[src/rtl/fetch_pkg.sv]
// Shared constants and types for the fetch sequencing controller.
package fetch_pkg;

  localparam int PCSEL_W = 3;

  localparam logic [PCSEL_W-1:0] PCSEL_RESET  = 3'b111;
  localparam logic [PCSEL_W-1:0] PCSEL_PC4    = 3'b001;
  localparam logic [PCSEL_W-1:0] PCSEL_BRANCH = 3'b010;
  localparam logic [PCSEL_W-1:0] PCSEL_PRED   = 3'b100;

  localparam logic [31:0] RESET_VECTOR = 32'h0000_0000;

  typedef enum logic [1:0] {
    ST_BOOT,
    ST_RUN,
    ST_WAIT_MEM,
    ST_HALT
  } state_t;

endpackage

[src/rtl/fetch_ctrl_if.sv]
// Hazard/status inputs and fetch-path control outputs of the fetch controller.
interface fetch_ctrl_if #(
  parameter int PCSEL_W = 3
) ();

  logic               load_use;
  logic               mispredict;
  logic               predict_taken;
  logic               imem_ready;
  logic               halt_req;
  logic [PCSEL_W-1:0] pc_sel;
  logic               pc_en;
  logic               ifid_en;
  logic               ifid_flush;
  logic               idex_bubble;
  logic               fetch_valid;
  logic               busy;

  // The controller drives the fetch-path controls.
  modport master (
    input  load_use, mispredict, predict_taken, imem_ready, halt_req,
    output pc_sel, pc_en, ifid_en, ifid_flush, idex_bubble, fetch_valid, busy
  );

  // The pipeline supplies hazards and consumes the controls.
  modport slave (
    output load_use, mispredict, predict_taken, imem_ready, halt_req,
    input  pc_sel, pc_en, ifid_en, ifid_flush, idex_bubble, fetch_valid, busy
  );

endinterface

[src/rtl/fetch_boot_counter.sv]
// Saturating boot-cycle counter; done is high during the last boot cycle.
module fetch_boot_counter #(
  parameter int LIMIT = 2
) (
  input  logic clk,
  input  logic clear,
  input  logic inc,
  output logic done
);

  localparam int W = $clog2(LIMIT + 1);

  logic [W-1:0] count;

  always_ff @(posedge clk) begin
    if (clear) begin
      count <= '0;
    end else if (inc && (count != W'(LIMIT))) begin
      count <= count + W'(1);
    end
  end

  assign done = (count >= W'(LIMIT - 1));

endmodule

[src/rtl/fetch_ctrl.sv]
// Fetch sequencing controller: boot hold, hazard priorities, memory wait and halt.
module fetch_ctrl
  import fetch_pkg::*;
#(
  parameter int BOOT_CYCLES = 2,
  parameter int PCSEL_W     = 3
) (
  input  logic    clk,
  input  logic    rst,
  fetch_ctrl_if.master bus
);

  state_t             state;
  state_t             state_next;
  logic               boot_done;
  logic [PCSEL_W-1:0] pc_sel_c;

  fetch_boot_counter #(
    .LIMIT(BOOT_CYCLES)
  ) u_boot_counter (
    .clk  (clk),
    .clear(rst),
    .inc  (state == ST_BOOT),
    .done (boot_done)
  );

  always_ff @(posedge clk) begin
    if (rst) begin
      state <= ST_BOOT;
    end else begin
      state <= state_next;
    end
  end

  always_comb begin
    state_next      = state;
    pc_sel_c        = PCSEL_W'(PCSEL_PC4);
    bus.pc_en       = 1'b0;
    bus.ifid_en     = 1'b0;
    bus.ifid_flush  = 1'b0;
    bus.idex_bubble = 1'b0;
    bus.fetch_valid = 1'b0;
    bus.busy        = 1'b1;

    if (rst) begin
      state_next      = ST_BOOT;
      pc_sel_c        = PCSEL_W'(PCSEL_RESET);
      bus.pc_en       = 1'b1;
      bus.ifid_en     = 1'b1;
      bus.ifid_flush  = 1'b1;
      bus.idex_bubble = 1'b1;
    end else begin
      case (state)
        ST_BOOT: begin
          pc_sel_c       = PCSEL_W'(PCSEL_RESET);
          bus.pc_en      = 1'b1;
          bus.ifid_en    = 1'b1;
          bus.ifid_flush = 1'b1;
          if (boot_done) state_next = ST_RUN;
        end
        ST_RUN, ST_WAIT_MEM: begin
          // Redirect beats everything; halt beats the stall/wait conditions.
          if (bus.mispredict) begin
            state_next      = ST_RUN;
            pc_sel_c        = PCSEL_W'(PCSEL_BRANCH);
            bus.pc_en       = 1'b1;
            bus.ifid_en     = 1'b1;
            bus.ifid_flush  = 1'b1;
            bus.idex_bubble = 1'b1;
          end else if (bus.halt_req) begin
            state_next     = ST_HALT;
            bus.pc_en      = 1'b1;
            bus.ifid_en    = 1'b1;
            bus.ifid_flush = 1'b1;
          end else if ((state == ST_RUN) && bus.load_use) begin
            bus.idex_bubble = 1'b1;
          end else if (!bus.imem_ready) begin
            state_next     = ST_WAIT_MEM;
            bus.ifid_en    = 1'b1;
            bus.ifid_flush = 1'b1;
          end else begin
            state_next      = ST_RUN;
            pc_sel_c        = bus.predict_taken ? PCSEL_W'(PCSEL_PRED) : PCSEL_W'(PCSEL_PC4);
            bus.pc_en       = 1'b1;
            bus.ifid_en     = 1'b1;
            bus.fetch_valid = 1'b1;
          end
        end
        ST_HALT: begin
          bus.idex_bubble = 1'b1;
          bus.busy        = 1'b0;
        end
        default: begin
          state_next = ST_BOOT;
        end
      endcase
    end
  end

  assign bus.pc_sel = pc_sel_c;

endmodule

[src/flat_wrapper.sv]
// flat-port wrapper written by rule: the top's interface ports become plain ports
module fetch_ctrl_flat import fetch_pkg::*;
#(
  parameter int BOOT_CYCLES = 2,
  parameter int PCSEL_W     = 3
)
  (clk, rst, bus_load_use, bus_mispredict, bus_predict_taken, bus_imem_ready, bus_halt_req, bus_pc_sel, bus_pc_en, bus_ifid_en, bus_ifid_flush, bus_idex_bubble, bus_fetch_valid, bus_busy);
  fetch_ctrl_if #(.PCSEL_W(PCSEL_W)) bus_i ();
  input  logic clk;
  input  logic rst;
  input wire logic [$bits(bus_i.load_use)-1:0] bus_load_use;
  input wire logic [$bits(bus_i.mispredict)-1:0] bus_mispredict;
  input wire logic [$bits(bus_i.predict_taken)-1:0] bus_predict_taken;
  input wire logic [$bits(bus_i.imem_ready)-1:0] bus_imem_ready;
  input wire logic [$bits(bus_i.halt_req)-1:0] bus_halt_req;
  output wire logic [$bits(bus_i.pc_sel)-1:0] bus_pc_sel;
  output wire logic [$bits(bus_i.pc_en)-1:0] bus_pc_en;
  output wire logic [$bits(bus_i.ifid_en)-1:0] bus_ifid_en;
  output wire logic [$bits(bus_i.ifid_flush)-1:0] bus_ifid_flush;
  output wire logic [$bits(bus_i.idex_bubble)-1:0] bus_idex_bubble;
  output wire logic [$bits(bus_i.fetch_valid)-1:0] bus_fetch_valid;
  output wire logic [$bits(bus_i.busy)-1:0] bus_busy;
  assign bus_i.load_use = bus_load_use;
  assign bus_i.mispredict = bus_mispredict;
  assign bus_i.predict_taken = bus_predict_taken;
  assign bus_i.imem_ready = bus_imem_ready;
  assign bus_i.halt_req = bus_halt_req;
  assign bus_pc_sel = bus_i.pc_sel;
  assign bus_pc_en = bus_i.pc_en;
  assign bus_ifid_en = bus_i.ifid_en;
  assign bus_ifid_flush = bus_i.ifid_flush;
  assign bus_idex_bubble = bus_i.idex_bubble;
  assign bus_fetch_valid = bus_i.fetch_valid;
  assign bus_busy = bus_i.busy;
  fetch_ctrl #(.BOOT_CYCLES(BOOT_CYCLES), .PCSEL_W(PCSEL_W)) u_core (.clk(clk), .rst(rst), .bus(bus_i));
endmodule
[config.mk]
export PLATFORM = sky130hd
export DESIGN_NAME = fetch_ctrl_flat
export DESIGN_NICKNAME = d
export VERILOG_FILES = /design/src/rtl/fetch_pkg.sv /design/src/rtl/fetch_ctrl_if.sv /design/src/rtl/fetch_boot_counter.sv /design/src/rtl/fetch_ctrl.sv /design/src/flat_wrapper.sv
export SDC_FILE = /design/constraint.sdc
export NUM_CORES = 1
export LEC_CHECK = 0
export ABC_AREA = 1
export BUFFER_PORTS_ARGS = -buffer_cell sky130_fd_sc_hd__buf_2
export CORE_AREA = 2 2 39 41
export CTS_CLUSTER_SIZE = 30
export DETAILED_ROUTE_END_ITERATION = 10
export DIE_AREA = 0 0 41 43
export PLACE_DENSITY = 0.68
export SLEW_MARGIN = 20
export SYNTH_ARGS = -nofsm -noshare
export SYNTH_HDL_FRONTEND = slang
export SYNTH_SLANG_ARGS = --single-unit
[constraint.sdc]
create_clock -name clk -period 3.4 [get_ports clk]
set_input_delay 0.17 -clock clk [delete_from_list [all_inputs] [get_ports clk]]
set_output_delay 0.17 -clock clk [all_outputs]
set_load 0.02 [all_outputs]
==> reports/summary.md <==
The flow ran to the end, and the final reports show no timing, DRC or antenna violations. For this block, the routed nets add up to 950 µm of wire. The number of antenna diodes in the final layout is 0. The number of warning messages in the yosys log came out at 0. Number of setup violations in the final report: 0. Depth of the CTS H-tree: 1. In the final routed layout, each cell accounts on average for 8.80 µm. For the pin with the worst max-slew slack, the measured transition is 293 ps. At the worst endpoint, the required time is 3230 ps.

All-layer global routing usage: 0.120. The number of buffers inserted during clock tree synthesis is 3. By startpoint and endpoint, the worst setup path is classified as reg -> out. The placed instances occupy a cell area of 522 µm². Once detailed placement completed, the half-perimeter wirelength came to 802 µm. STA classifies the critical path endpoint as a primary output.

For the global-route congestion overflow total, the log shows 0. TritonCTS built the clock tree. For flop-to-flop paths, the worst setup slack is 1980 ps. The fraction of layout instances using a drive strength above 1 is 0.228, and the post-CTS setup buffer count is 0. From bottom edge to top edge, the die measures 43 µm. The run gives 0.308 as the initial core utilization. Setup repair after global routing left no endpoint under its margin.

The worst hold path belongs to the class in -> reg. For the cell area after layout, the log shows 544 µm². For the number of buffers between clock root and the deepest sink, the log shows 2. Mean number of vias per cell: 4.43. The tree is rooted in a sky130_fd_sc_hd__clkbuf_4. The later pin in the worst-skew pair is clocked with a latency of 240 ps.

Clock-pin slew was measured on the worst setup and hold paths at 40 ps. Number of hold-slack violations in the final timing report: 0. For the maximum number of pins on one net before global-route repair, the log shows 8.

Max-cap violations in this run came to 0. The final-report max-slew violation count was 0. Synthesis produced a netlist whose cell count is 74. The largest driver fanout on the critical path came out at 7. The number of antenna violations at the first check in global routing is 0, and the average instance area after synthesis is 5.77 µm². In this run the power density over the cells is 845 nW/µm².

The logs give 2 for the detailed-routing iteration count for the pre-antenna-repair pass and 0.188 for the share of synthesized area occupied by flip-flops and latches. The arrival time of the worst setup path came out at 1680 ps. The number of hold buffers added after CTS was 0. The DRC violation count after routing was 0. The first routing iteration left 4 violations.

The overall power after layout came out at 0.460 mW. Hold timing on the final database bottoms out at a slack of 301 ps. In the layout the commonest cells are sky130_fd_sc_hd__inv_1 (16), sky130_fd_sc_hd__nand2_1 (16), sky130_fd_sc_hd__buf_2 (15). The run gives 1760 µm² as the overall die area. For the highest achievable clock rate, the log shows 540 MHz. Total clock sinks: 4.

Once the clock tree was built, the resizer swapped 0 gates to a different size. The floorplan has 14 rows. The worst-case IR drop observed on VDD is 0.378 mV. The detail route stage leaves a number of antenna-violating nets equal to 0.

Setup total negative slack on the finished layout was measured at 0 ps. Subtracting the final worst setup slack from the clock period gives 1850 ps. The layout-stage area growth over the synthesis result is 27.6%. The mapped netlist covers 427 µm².

The worst setup path is launched from a flop. Count of unique library cells instantiated by Yosys: 15. The post-route clock period utilization was 0.544; the fraction of the core area covered by cells at the end of the flow was 0.393. At the end of the flow, the number of nets in the layout was 106.

The worst slew margin relative to its limit is 0.804. The first global-routing pass estimated 1.48 mm of wire. The logs give 0.286 nW for the leakage power and 478 for the via total after detailed routing. Top-level port count: 16. The logs give 396 for the number of global-route vias before repair and 0.427 ps for the final clock skew. The area inside the core boundary was 1380 µm²; the port buffer count was 15. At the end of routability-driven placement, the weighted congestion stood at 0.712.

Floorplan die width: 41 µm. The synthesized design contains 4 register bits. The run gives 86 as the post-synthesis net count.
-- layer usage --
metal,part of all wire,global-route usage,up-vias
li1,-,-,264
met5,0,0,-
met2,0.48,0.197,14
met1,0.45,0.145,198
met3,0.059,0.0157,2
met4,0.013,0.0600,0
-- where the power goes --
group	total, mW	switching (mW)	internal, mW
clock network	0.0598	0.0203	0.0395
registers	0.0808	0.0130	0.0679
logic	0.319	0.208	0.111
total	0.460	0.242	0.219
-- critical path, cell delays in order (launching register included) --
cell and delay (ps):
sky130_fd_sc_hd__dfxtp_1 380, sky130_fd_sc_hd__inv_1 60, sky130_fd_sc_hd__ha_1 400, sky130_fd_sc_hd__inv_2 80, sky130_fd_sc_hd__nor2_1 130, sky130_fd_sc_hd__nand2_1 80
sky130_fd_sc_hd__nor3_1 130, sky130_fd_sc_hd__buf_2 190
-- cell type report --
type	instances	area (µm²)
Fill cell	164	840
Clock buffer	3	22.5
Multi-Input combinational cell	53	283
Timing Repair Buffer	15	75.1
Tap cell	16	20.0
Inverter	17	63.8
Sequential cell	4	80.1
-- state kept, by name (all words and copies together) (netlist names) --
register	count
u_core.state	2
u_core.u_boot_counter.count	2
-- cell families (layout without fill, tap and decap cells) --
kind of cell,after synthesis,after routing,synth area share
flip-flops,4,4,0.188
AND/OR/NAND/NOR,35,35,0.358
buffers and inverters,17,35,0.150
adder cells (fa/ha/maj),5,5,0.147
AO/OA/AOI/OAI,13,13,0.158
-- through the flow --
| stage | cells | setup WS [ps] |
|---|---|---|
| floorplan | 74 | 1750 |
| global placement | 105 | 1850 |
| detailed placement | 105 | 1820 |
| CTS | 108 | 1550 |
| global route | 108 | 1440 |
| finish | 108 | 1550 |
-- synth_stat cells (all sizes together) --
| cell | count | area (µm²) |
|---|---|---|
| nand2 | 17 | 66.3 |
| nand3 | 6 | 30.0 |
| dfxtp | 4 | 80.1 |
| inv | 17 | 63.8 |
| o21ai | 5 | 25.0 |
| a21oi | 7 | 35.0 |
| ha | 5 | 62.6 |
| o211ai | 1 | 7.51 |
| nor3 | 1 | 5.00 |
| nor2 | 10 | 45.0 |
| or2 | 1 | 6.26 |
-- worst paths after layout --
| path | start | cells after the start | end |
|---|---|---|---|
| setup / recovery | u_core.state[0] | 7 | bus_fetch_valid |
| hold reg to reg | u_core.u_boot_counter.count[1] | 2 | u_core.u_boot_counter.count[1] |
| setup reg to reg | u_core.state[0] | 7 | u_core.state[0] |
| hold / removal | rst | 4 | u_core.state[0] |
No activity file was read; power rests on OpenSTA's default activity.
